<file path="config.mk">
export PLATFORM = sky130hd
export DESIGN_NAME = cpu_stage_sequencer
export DESIGN_NICKNAME = d
export VERILOG_FILES = /design/src/rtl/cpu_stage_sequencer.sv
export SDC_FILE = /design/constraint.sdc
export NUM_CORES = 1
export LEC_CHECK = 0
export BUFFER_PORTS_ARGS = -buffer_cell sky130_fd_sc_hd__buf_4
export CAP_MARGIN = 5
export CORE_AREA = 2 2 57 59
export CTS_BUF_LIST = sky130_fd_sc_hd__clkbuf_4
export DETAILED_ROUTE_END_ITERATION = 10
export DIE_AREA = 0 0 59 61
export PLACE_DENSITY = 0.79
export SLEW_MARGIN = 20
export SYNTH_ARGS = -nofsm -noshare
export SYNTH_HDL_FRONTEND = slang
export SYNTH_SLANG_ARGS = --single-unit
</file>
<file path="constraint.sdc">
create_clock -name clk -period 1.4 [get_ports clk]
set_input_delay 0.07 -clock clk [delete_from_list [all_inputs] [get_ports clk]]
set_output_delay 0.07 -clock clk [all_outputs]
set_load 0.1 [all_outputs]
</file>
<file path="src/rtl/cpu_stage_sequencer.sv">
// cpu_stage_sequencer: steps SM510/SM5a instructions through fetch, decode, operand, execute and commit
module cpu_stage_sequencer #(
  parameter int ROM_LATENCY = 1
) (
  input  logic       clk,
  input  logic       reset_n,
  input  logic       clk_en,
  input  logic [3:0] cpu_id,
  input  logic [7:0] rom_data,
  input  logic       skip_req,
  input  logic       skip_lax_req,
  input  logic       halt_req,
  input  logic       wake,
  output logic [2:0] stage,
  output logic [7:0] opcode,
  output logic [7:0] last_opcode,
  output logic [7:0] operand,
  output logic       pc_inc,
  output logic       exec_en,
  output logic       commit_en,
  output logic       skipping,
  output logic       halted
);
  typedef enum logic [2:0] {
    FETCH  = 3'd0,
    DECODE = 3'd1,
    FETCH2 = 3'd2,
    ARG    = 3'd3,
    EXEC   = 3'd4,
    COMMIT = 3'd5,
    HALT   = 3'd6
  } stage_e;
  localparam logic [1:0] LAT = ROM_LATENCY[1:0];
  stage_e     stage_q, stage_d;
  logic [1:0] cnt_q, cnt_d;
  logic [7:0] opcode_q, opcode_d, last_q, last_d, operand_q, operand_d;
  logic       skip_q, skip_d, pend_skip_q, pend_skip_d, pend_lax_q, pend_lax_d;
  logic       sm5a, two_byte, is_lax, en;
  assign sm5a     = cpu_id == 4'd4;
  assign two_byte = ~sm5a & (rom_data == 8'h5F || rom_data[7:4] == 4'h7);
  assign is_lax   = sm5a ? rom_data[7:4] == 4'h1 : rom_data[7:4] == 4'h2;
  assign en       = clk_en & reset_n;
  // Strobes are the action of the current stage, so they only exist on a tick
  assign pc_inc      = en & (stage_q == DECODE || stage_q == ARG);
  assign exec_en     = en & stage_q == EXEC & ~skip_q;
  assign commit_en   = en & stage_q == COMMIT;
  assign stage       = stage_q;
  assign opcode      = opcode_q;
  assign last_opcode = last_q;
  assign operand     = operand_q;
  assign skipping    = skip_q;
  assign halted      = stage_q == HALT;
  // Next-stage and latch logic; everything holds while the tick is low
  always_comb begin
    stage_d     = stage_q;
    cnt_d       = cnt_q;
    opcode_d    = opcode_q;
    last_d      = last_q;
    operand_d   = operand_q;
    skip_d      = skip_q;
    pend_skip_d = pend_skip_q;
    pend_lax_d  = pend_lax_q;
    if (clk_en) begin
      case (stage_q)
        FETCH, FETCH2: begin
          cnt_d = cnt_q == LAT ? 2'd0 : cnt_q + 2'd1;
          if (cnt_q == LAT) stage_d = stage_q == FETCH ? DECODE : ARG;
        end
        DECODE: begin
          opcode_d    = rom_data;
          last_d      = opcode_q;
          skip_d      = pend_skip_q | (pend_lax_q & is_lax);
          pend_skip_d = 1'b0;
          pend_lax_d  = 1'b0;
          stage_d     = two_byte ? FETCH2 : EXEC;
        end
        ARG: begin
          operand_d = rom_data;
          stage_d   = EXEC;
        end
        EXEC: begin
          pend_skip_d = skip_q ? pend_skip_q : skip_req;
          pend_lax_d  = skip_q ? pend_lax_q : skip_lax_req;
          stage_d     = halt_req && !skip_q ? HALT : COMMIT;
        end
        COMMIT: begin
          skip_d  = 1'b0;
          stage_d = FETCH;
        end
        HALT: stage_d = wake ? COMMIT : HALT;
        default: stage_d = FETCH;
      endcase
    end
  end
  // State register with synchronous active-low reset
  always_ff @(posedge clk) begin
    if (!reset_n) begin
      stage_q     <= FETCH;
      cnt_q       <= 2'd0;
      opcode_q    <= 8'h00;
      last_q      <= 8'h00;
      operand_q   <= 8'h00;
      skip_q      <= 1'b0;
      pend_skip_q <= 1'b0;
      pend_lax_q  <= 1'b0;
    end else begin
      stage_q     <= stage_d;
      cnt_q       <= cnt_d;
      opcode_q    <= opcode_d;
      last_q      <= last_d;
      operand_q   <= operand_d;
      skip_q      <= skip_d;
      pend_skip_q <= pend_skip_d;
      pend_lax_q  <= pend_lax_d;
    end
  end
endmodule

</file>
==> metrics.txt <==
status=finished with violations; failing checks=setup timing; I/O pin count=51; synth-to-layout area growth=48.3%; gate count of the mapped netlist=177; largest net degree at the start of global routing=35; Yosys top cell area share=43.9%; Worst Skew=0.0105 ns; clk_lat worst skew=0.33 ns; gr usage total=22.5%; Netlist cell types=32; final period utilization=104%; worst-margin pin slew=0.387 ns; Pwr per Cell Area=860 nW/µm²; Chip Height=61 µm; wire per inst=14.1 µm; RSZ-0062 raised after global routing=yes; Vias=1492; WL met2=1900 µm; Post-synth ARST share=0%; CTS tree=yes; Slew Limit Fails=0; Detail Route Antenna Nets=0; Worst Path Max Fanout=6; Hold Fails Final Rpt=0; Pwr Total=1860 µW; WHS=0.0123 ns; worst vdd ir=664 µV; syn_nets=196; FF+latch count, synth=32; post-layout util=73.3%; IO Port Bufs=50; H-tree depth=2; share of layout cells above drive strength 1=39.1%; Mapped Area=1460 µm²; cell taking the most area after synthesis=dfxtp_1; RR Startpoint=stage[2]; Setup CP Type=reg -> out; relative slew slack=73.9%; initial DRC count=59; placeable core area=2950 µm²; global route overflow=0; Pre-Repair DR Iteration Count=6; clk slew on worst S/H paths=0.10 ns; Post-Layout Cell Count=271; initial antenna violation count=0; Placer Congestion=0.765; kind of end point of the critical path=output pin; total number of yosys warnings=0; drt total wl=3820 µm; Leakage Power=0.000848 µW; post-DP HPWL=2420 µm; Worst EP required=1.33 ns; total of max-cap violations=0; Rows=20; commonest non-fill, non-tap cell in the layout=buf_4; # DRC=0; mean cell area of the mapped netlist=8.25 µm²; number of global-route vias before repair=1327; startpoint types=register; Worst Setup SP=stage[0]; Final Setup Violations=1; top routing layer used=met4; Post-Place Cells=251; final net count=257; ant diodes=0; Clock Tree Root=clkbuf_4; Die X=59 µm; Seq/Total Area, Yosys=43.9%; final setup margin=-0.0536 ns; worst hold start=rom_data[2]; min cycle time layout=1.45 ns; Fmax achieved=0.688 GHz; first-pass GRT wire length=6000 µm; top_reg_cell synth=dfxtp_1; Vias/cell=5.51; Metal-1 WL=1610 µm; CTS buffer count=5; clk buf depth=2; worst path arrival time=1.38 ns; die area=3600 µm²; met3 wire length=231 µm; Initial Util=49.4%; main area contributors after synthesis=dfxtp_1, a21boi_0, nand2_1; EDFF count, synth=0; most frequent cells in the layout=buf_4, nand2_1, a21boi_0, dfxtp_1, clkbuf_4; clock sink count=32; Hold WC Path Type=in -> reg
## logic make-up after synthesis
| logic type | share of synthesized area [%] |
|---|---|
| and+or+nand+nor | 29.5 |
| AOI/OAI and AO/OA | 21.8 |
| DFF | 43.9 |
| buffers and inverters | 3.60 |
| xor gates and xnor gates | 0.600 |
| muxes | 0.686 |
## Yosys cell counts (2+ instances only)
cell type  instances
nand2_1           54
dfxtp_1           32
a21boi_0          28
buf_2              6
nand2b_1           5
nor2_1             5
nor2b_1            5
clkbuf_1           4
nor3b_1            4
o21ai_0            4
nand3_1            3
o2111ai_1          3
a21boi_1           2
and3_1             2
inv_1              2
nor4b_1            2
## power by group
group	internal, µW	switching, µW
logic	156	256
registers	927	20.0
clock network	204	301
total	1290	577
## metal layers
layer / GRT usage [%] / up-vias
li1: - / 730
met1: 27.3 / 683
met2: 37.6 / 68
met3: 7.25 / 11
met4: 7.79 / 0
met5: 0 / -
## what timing repair did
action                     CTS  global route
gates resized for setup      9            10
hold buffers                 0             0
setup buffers               10             3
setup endpoints to repair    4            30
pin swaps                    3             8
## worst paths after layout
kind	slack [ns]	endpoint	depth (start not counted)
setup / recovery	-0.05	exec_en	3
hold / removal	0.01	opcode[2]	3
setup reg to reg	0.05	stage[1]	6
hold reg to reg	0.45	cnt_q[1]	2
## final cells by class
class | count | area, µm²
fill | 207 | 787
clock inverter | 1 | 5.00
clock buffer | 6 | 45.0
inverter | 2 | 10.0
timing repair buffer | 64 | 533
multi-input combinational | 133 | 878
sequential | 32 | 653
tap | 33 | 41.3
## through the flow
step	setup TNS [ns]	instance area, µm²	setup slack, ns
global placement	0	1900	0.0157
finish	-0.0536	2170	-0.0536
detailed placement	-0.0140	1900	-0.0140
CTS	-0.0479	2080	-0.0479
global route	-0.561	2170	-0.122
floorplan	-0.699	1540	-0.464
## registers in the layout, summed over array words and instances (netlist names)
signal	flops
operand	8
last_opcode	8
opcode	8
cnt_q	2
pend_skip_q	1
pend_lax_q	1
skipping	1
stage	3
## critical path, cell delays in order (launching register included)
cell and delay, ns:
dfxtp_4 0.39, nor3b_4 0.21, nor3b_4 0.24, buf_12 0.20
No activity file was read; power rests on OpenSTA's default activity.
